==> src/rtl/jac_pkg.sv <==
// Shared definitions for the Jac1-8 core: opcodes, status bits, sequencer
// state encoding and writeback source selects.
package jac_pkg;

  // Opcode field values (instruction[15:11])
  localparam logic [4:0] Op_NOP   = 5'b0_0000;
  localparam logic [4:0] Op_ADD   = 5'b0_0001;
  localparam logic [4:0] Op_SUB   = 5'b0_0010;
  localparam logic [4:0] Op_AND   = 5'b0_0011;
  localparam logic [4:0] Op_OR    = 5'b0_0100;
  localparam logic [4:0] Op_GOTO  = 5'b0_1000;
  localparam logic [4:0] Op_IFZ   = 5'b0_1010;
  localparam logic [4:0] Op_RES16 = 5'b1_1111;
  // HALT reuses the last reserved slot
  localparam logic [4:0] Op_HALT  = Op_RES16;

  // Status register bit indices
  localparam int STAT_Z = 0;
  localparam int STAT_C = 1;
  localparam int STAT_N = 2;

  // Sequencer state encoding
  localparam logic [2:0] ST_IDLE      = 3'd0;
  localparam logic [2:0] ST_FETCH     = 3'd1;
  localparam logic [2:0] ST_DECODE    = 3'd2;
  localparam logic [2:0] ST_EXECUTE   = 3'd3;
  localparam logic [2:0] ST_WRITEBACK = 3'd4;
  localparam logic [2:0] ST_HALTED    = 3'd5;

  // Register-file write data source
  localparam logic SEL_ALU     = 1'b0;
  localparam logic SEL_DECODER = 1'b1;

endpackage

==> src/rtl/cpu_sequencer_pc_next.sv <==
// Next-PC selection: sequential +1, absolute jump, or PC-relative jump.
// All arithmetic wraps at 2^WIDTH.
module pc_next #(
  parameter int WIDTH = 8
) (
  input  logic [WIDTH-1:0] pc,
  input  logic [WIDTH-1:0] literal_adr,
  input  logic             jump,
  input  logic             relative,
  output logic [WIDTH-1:0] next_pc
);

  // Pick the successor address for the instruction in writeback
  always_comb begin
    // NOTE: default assignment first so no path leaves next_pc unassigned (no latch).
    next_pc = pc + WIDTH'(1);
    if (jump) begin
      next_pc = relative ? (pc + literal_adr) : literal_adr;
    end
  end

endmodule

==> src/rtl/cpu_sequencer.sv <==
// Multi-cycle control FSM for the Jac1-8 core: fetches into the instruction
// register, steps through decode/execute/writeback, gates write strobes in
// writeback, owns the PC and counts retired instructions.
module cpu_sequencer
  import jac_pkg::*;
#(
  parameter int PC_WIDTH          = 8,
  parameter int PROGRAM_DataWidth = 16,
  parameter int NumOpCodeBits     = 5,
  parameter int CountWidth        = 16
) (
  input  logic                         clk,
  input  logic                         reset,
  input  logic                         run,
  input  logic                         step,
  output logic                         imem_req,
  output logic [PC_WIDTH-1:0]          imem_addr,
  input  logic [PROGRAM_DataWidth-1:0] imem_rdata,
  input  logic                         imem_valid,
  output logic [PROGRAM_DataWidth-1:0] instruction,
  input  logic                         dec_wr_en,
  input  logic                         dec_stat_wr_en,
  input  logic                         dec_cnt_wr_en,
  input  logic                         dec_add_offset,
  input  logic [PC_WIDTH-1:0]          literal_adr,
  output logic                         rf_wr_en,
  output logic                         stat_wr_en,
  output logic [PC_WIDTH-1:0]          pc,
  output logic                         busy,
  output logic                         halted,
  output logic [CountWidth-1:0]        instr_count
);

  logic [2:0]               state;
  logic                     step_flag;
  logic [PC_WIDTH-1:0]      pc_succ;
  logic [NumOpCodeBits-1:0] opcode;
  logic                     is_halt;
  logic                     wb_commit;

  assign opcode  = instruction[PROGRAM_DataWidth-1 -: NumOpCodeBits];
  assign is_halt = (opcode == NumOpCodeBits'(Op_HALT));

  // Strobes are suppressed for HALT and in a cycle where reset is pending
  assign wb_commit  = (state == ST_WRITEBACK) && !reset && !is_halt;
  assign rf_wr_en   = wb_commit && dec_wr_en;
  assign stat_wr_en = wb_commit && dec_stat_wr_en;

  assign imem_req  = (state == ST_FETCH);
  assign imem_addr = pc;
  assign busy      = (state != ST_IDLE) && (state != ST_HALTED);
  assign halted    = (state == ST_HALTED);

  pc_next #(
    .WIDTH(PC_WIDTH)
  ) u_pc_next (
    .pc         (pc),
    .literal_adr(literal_adr),
    .jump       (dec_cnt_wr_en),
    .relative   (dec_add_offset),
    .next_pc    (pc_succ)
  );

  // Sequencer state, instruction register, PC and retire counter
  always_ff @(posedge clk) begin
    // NOTE: non-blocking assignments so every register samples pre-edge values.
    if (reset) begin
      state       <= ST_IDLE;
      step_flag   <= 1'b0;
      pc          <= '0;
      instruction <= '0;
      instr_count <= '0;
    end else begin
      case (state)
        ST_IDLE: begin
          if (run || step) begin
            state     <= ST_FETCH;
            step_flag <= step && !run;
          end
        end
        ST_FETCH: begin
          if (imem_valid) begin
            instruction <= imem_rdata;
            state       <= ST_DECODE;
          end
        end
        ST_DECODE:  state <= ST_EXECUTE;
        ST_EXECUTE: state <= ST_WRITEBACK;
        ST_WRITEBACK: begin
          instr_count <= instr_count + CountWidth'(1);
          step_flag   <= 1'b0;
          if (is_halt) begin
            state <= ST_HALTED;
          end else begin
            pc    <= pc_succ;
            state <= (run && !step_flag) ? ST_FETCH : ST_IDLE;
          end
        end
        ST_HALTED: state <= ST_HALTED;
        default:   state <= ST_IDLE;
      endcase
    end
  end

endmodule

==> config.mk <==
export PLATFORM = sky130hd
export DESIGN_NAME = cpu_sequencer
export DESIGN_NICKNAME = d
export VERILOG_FILES = /design/src/rtl/jac_pkg.sv /design/src/rtl/cpu_sequencer_pc_next.sv /design/src/rtl/cpu_sequencer.sv
export SDC_FILE = /design/constraint.sdc
export NUM_CORES = 1
export LEC_CHECK = 0
export CORE_UTILIZATION = 50
export DETAILED_ROUTE_END_ITERATION = 8
export DONT_BUFFER_PORTS = 1
export PLACE_DENSITY = 0.68
export REMOVE_ABC_BUFFERS = 1
export SLEW_MARGIN = 20
export SYNTH_ARGS = -nofsm -noshare
export SYNTH_HDL_FRONTEND = slang
export SYNTH_SLANG_ARGS = --single-unit
==> constraint.sdc <==
create_clock -name clk -period 2.95 [get_ports clk]
set_clock_uncertainty 0.2 [all_clocks]
set_input_delay 0.295 -clock clk [delete_from_list [all_inputs] [get_ports clk]]
set_output_delay 0.295 -clock clk [all_outputs]
set_load 0.02 [all_outputs]
## Word-level counts from Yosys, hierarchy flattened

Index checks and enable logic that the tools add are counted.

- Muxes and demuxes: 9
- Reduce and logical (&&, ||, !) cells: 19
- Bitwise logic cells: 1
- Equality and inequality tests: 9
- Add/sub/neg operators: 3

Operators by type and width:

| operator | number |
|---|---|
| $pmux 3 s6 | 1 |
| $add 16x1->16 const B | 1 |
| $mux 8 | 2 |
| $mux 3 | 3 |
| $add 8x1->8 const B | 1 |
| $add 8x8->8 | 1 |
| $reduce_and 2->1 | 4 |
| $logic_and 1x1->1 | 7 |
| $eq 3x2->1 const B | 2 |
| $eq 3x3->1 const B | 2 |
| $eq 5x5->1 const B | 1 |
| $logic_not 1->1 | 4 |
| $eq 3x1->1 const B | 1 |
| $logic_not 3->1 | 1 |
| $ne 3x3->1 const B | 1 |
| $reduce_bool 3->1 | 1 |
| $mux 1 | 2 |
| $ne 2x1->1 const B | 1 |
| $ne 2x2->1 const B | 1 |
| $pmux 1 s2 | 1 |
| $reduce_bool 2->1 | 1 |
| $logic_or 1x1->1 | 1 |
| $not 1->1 | 1 |

- Register bits: 44
- Input port bits: 33

## Depth between registers and ports, before layout

- Depth in word-level cells: 5
- Gate-level depth with buffers: 8

## Cells and area by module

A second synthesis with hierarchy kept.

- Cell total of the unflattened synthesis: 302
- Area total of the unflattened synthesis: 2,488.6 sq um

Modules (own cells, without submodules):

| module | instances | cells an instance | area each (sq um) | seq. area each (sq um) |
|---|---|---|---|---|
| cpu_sequencer | 1 | 226 | 1,905.6 | 880.8 |
| pc_next | 1 | 76 | 583.1 | 0.0 |

## Worst setup path after synthesis

Ideal clock, no wire load.

- Path kind: register -> register
- Start: register pc[1], in the netlist imem_addr[1]
- End: register pc[7], in the netlist imem_addr[7]
- Setup time: 127 ps
- Cell stages (with the launch flop): 7
- Data arrival time: 2,001 ps
- Clock period less this slack: 2,328 ps
- Buffers on the path: 0
- Required time: 2,623 ps
- Slack: 622 ps
- Cell sequence: dfxtp_1 > ha_1 > a211oi_4 > o31ai_1 > a311o_1 > a31o_1 > or3_1

- Cells in the longest elaborated chain, start to end: 3

Ends and longest elaborated chain:

| element | line | RTL |
|---|---|---|
| start, declared | cpu_sequencer.sv:28 | `output logic [PC_WIDTH-1:0] pc,` |
| start signal, assigned | cpu_sequencer.sv:95 | `pc <= pc_succ;` |
| $add 8x8->8 | cpu_sequencer_pc_next.sv:18 | `next_pc = relative ? (pc + literal_adr) : literal_adr;` |
| $mux 8 | cpu_sequencer_pc_next.sv:18 |  |
| $mux 8 (*) | cpu_sequencer_pc_next.sv:17 | `if (jump) begin` |

Mark *: on every way between the ends. The rest lies on a longest branch, timed or not.
A chain may end at the register's enable or synchronous reset.

## Worst setup path in the final report

- Start: register state[0]
- End: register instruction[11]

- Cells in the longest elaborated chain, start to end: 2

Ends and longest elaborated chain:

| element | line | RTL |
|---|---|---|
| start, declared | cpu_sequencer.sv:34 | `logic [2:0] state;` |
| start signal, assigned | cpu_sequencer.sv:96 | `state <= (run && !step_flag) ? ST_FETCH : ST_IDLE;` |
| $eq 3x1->1 | n/a |  |
| named net imem_req | cpu_sequencer.sv:16 | `output logic imem_req,` |
| $reduce_and 2->1 (no line) | n/a |  |
| end signal, assigned | cpu_sequencer.sv:83 | `instruction <= imem_rdata;` |
| end, declared | cpu_sequencer.sv:20 | `output logic [PROGRAM_DataWidth-1:0] instruction,` |

The timed path passes the listed nets, and every way through them passes these cells.

==> flow_summary_export.csv <==
group,metric,value,unit
logic_synthesis,syn_avg_cell_area,7.980,µm²
route,wl,5910,µm
clock_tree,cts_hold_buf,20,
clock_tree,clk_latency,0.29,ns
placed_design,dp_hpwl,4023,µm
setup_path,path_buf_inv,1,
route,drt-initial-drc-count,89,
timing,drv_slew,0,
logic_synthesis,synthArstFlopShare,0,
floorplanning,placeableCoreArea,4786,µm²
clock_tree,numCtsBuffers,5,
route,antenna_left,0,
final_layout,insertedDiodeCount,0,
timing,rsz0062_at_grt,"false",
logic_synthesis,ys_warn_count,0,
pwr,p_leak,1.040,nW
clock_tree,cts_sinks,44,
logic_synthesis,ys.flop_type,"dfxtp_1",
status,status,"completed",
floorplanning,die_y,72.91,µm
global_route,grt_pass1_wl,9487,µm
setup_path,crit_arrival,2.73,ns
timing,finalCriticalPeriod,2.697,ns
clock_tree,h-tree-depth,2,
route,vias_per_cell,5.662,
route,dr.pass1.iters,4,
timing,hold-worst-slack,0.02425,ns
placed_design,dpl-instance-area,2536,µm²
route,drc,0,
pwr,ir_worst_vdd,0.3238,mV
setup_path,critPathKind,"flop to flop",
route,vias,2242,
setup_path,critPathMaxStageDelay,0.60,ns
final_layout,post-route-util,0.6029,
setup_path,critPathSlowestCell,"and2_1",
timing,tns,0,ns
hold_path,hold_path.class,"input pin to flop",
global_route,grt_max_degree,43,
logic_synthesis,synth_edf_count,0,
placed_design,place_congestion,0.8929,
global_route,grtUsageTotal,0.2279,
placed_design,portBuffers,0,
timing,tightest_slew,0.6220,ns
setup_path,cp.required,2.99,ns
logic_synthesis,synth.distinct_cells,57,
setup_path,critPathTopFamily,"simple AND/OR/NAND/NOR gates",
logic_synthesis,synth_area,2514,µm²
logic_synthesis,syn_inst,315,
setup_path,end_kind,"flop",
setup_path,start_kind,"flop",
clock_tree,cts_tree,"done",
timing,fmax,370.8,MHz
global_route,antenna_found_initial,0,
clock_tree,clockRootBuffer,"clkbuf_8",
clock_tree,post-cts-setup-buffers,0,
floorplanning,fp.dieW,72.91,µm
route,wl_per_cell,14.92,µm
timing,hold_viol,0,
clock_tree,cts_resized,0,
global_route,grt_pass1_vias,2121,
floorplanning,row_count,25,
clock_tree,clockBufferDepth,2,
run,cap_violations,0,
logic_synthesis,synth-seq-cells,44,
floorplanning,dieArea,5315,µm²
floorplanning,initial_core_util,0.5252,
timing,slew_headroom,0.5854,
final_layout,nNetsFinal,372,
global_route,gr-total-overflow,0,
logic_synthesis,ys_seq_area_frac,0.3504,
timing,setup_violations,0,
setup_path,path_cells,"nor3b_2 -> and2_1 -> nand2_1 -> a21oi_1 -> dlygate4sd3_1",
final_layout,area_delta_synth_final,14.78,%
pwr,p_per_area,459.2,nW/µm²
setup_path,path_max_fanout,16,
floorplanning,io_pins,86,
final_layout,layout-drive-gt1-share,0.08511,
clock_tree,cts.clk_slew.worst_paths,0.09,ns
timing,fin_crit_sh,0.9142,
final_layout,fin_area,2885,µm²
pwr,power,1.325,mW
registers in the layout, indices dropped and copies added, names as in the netlist:
register,cells
instr_count,16
step_flag,1
state,3
instruction,16
imem_addr,8
synth_stat cells (2+ instances only):
library cell	count	area share
nand2_1	46	0.069
dfxtp_1	44	0.35
nor2_1	27	0.040
a21oi_1	25	0.050
o21ai_0	13	0.026
buf_4	11	0.033
clkbuf_1	11	0.016
inv_1	11	0.016
nand3_1	11	0.022
ha_1	9	0.045
xnor2_1	9	0.031
a211oi_1	8	0.024
or3_1	8	0.020
nor3_1	7	0.014
nand4_1	6	0.015
xor2_1	6	0.021
a31oi_1	4	0.010
and3_1	4	0.010
nor2b_1	4	0.010
nor3b_1	3	0.0090
o2111ai_1	3	0.010
a2111oi_0	2	0.0070
a21o_1	2	0.0060
a31o_1	2	0.0070
mux2i_1	2	0.0080
nand2b_1	2	0.0050
nor3b_2	2	0.010
nor4_1	2	0.0050
o21a_1	2	0.0060
o21ai_1	2	0.0040
worst paths after layout:
path / from / to / slack [ns] / cells after the start
max: state[0] / instruction[11] / 0.25 / 5
min: dec_cnt_wr_en / imem_addr[6] / 0.02 / 2
max reg2reg: state[0] / instruction[11] / 0.25 / 5
min reg2reg: step_flag / step_flag / 0.32 / 2
placed cells by master (no fill, tap or decap), types with 7 or more instances in the layout:
| cell | instances |
|---|---|
| nand2_1 | 46 |
| dfxtp_1 | 44 |
| nor2_1 | 27 |
| a21oi_1 | 25 |
| dlygate4sd3_1 | 20 |
| o21ai_0 | 13 |
| inv_1 | 11 |
| nand3_1 | 11 |
| buf_4 | 11 |
| xnor2_1 | 9 |
| ha_1 | 9 |
| a211oi_1 | 8 |
| or3_1 | 8 |
| nor3_1 | 7 |
per-stage QoR:
step           std cells  setup WS [ns]
6_report             396         0.2531
5_1_grt              396        0.06670
3_5_place_dp         368         0.5785
3_3_place_gp         368         0.6551
2_1_floorplan        290         0.4815
4_1_cts              395         0.2925
area by class of cell:
type / count / area, µm²
clock buffers: 5 / 68.82
clock inverters: 2 / 60.06
fillers: 432 / 1901
inverters: 12 / 45.04
multi-input cells: 234 / 1444
flip-flops and latches: 44 / 880.8
well taps: 67 / 83.83
repair buffers: 32 / 302.8
layer usage:
metal	GRT usage	part of all wire	wire, µm
met1	0.2884	0.45	2683
met2	0.3915	0.49	2880
met3	0.04834	0.050	298
met5	0	0	0
met4	0.06318	0.0081	48
kinds of logic after synthesis:
group / Yosys count / share of synthesized area
adder cells (fa/ha/maj): 10 / 0.05276
multiplexers: 3 / 0.01244
buffers and inverters: 37 / 0.07516
AND/OR/NAND/NOR: 128 / 0.2514
flip-flops: 44 / 0.3504
AO/OA/AOI/OAI: 78 / 0.2056
XOR/XNOR: 15 / 0.05227
where the power goes:
group,internal [mW],total [mW],switching (mW)
Clock,0.333,0.532,0.199
Sequential,0.611,0.647,0.0353
Combinational,0.0657,0.146,0.0802
Total,1.01,1.32,0.314
(Power assumes the default switching activity.)
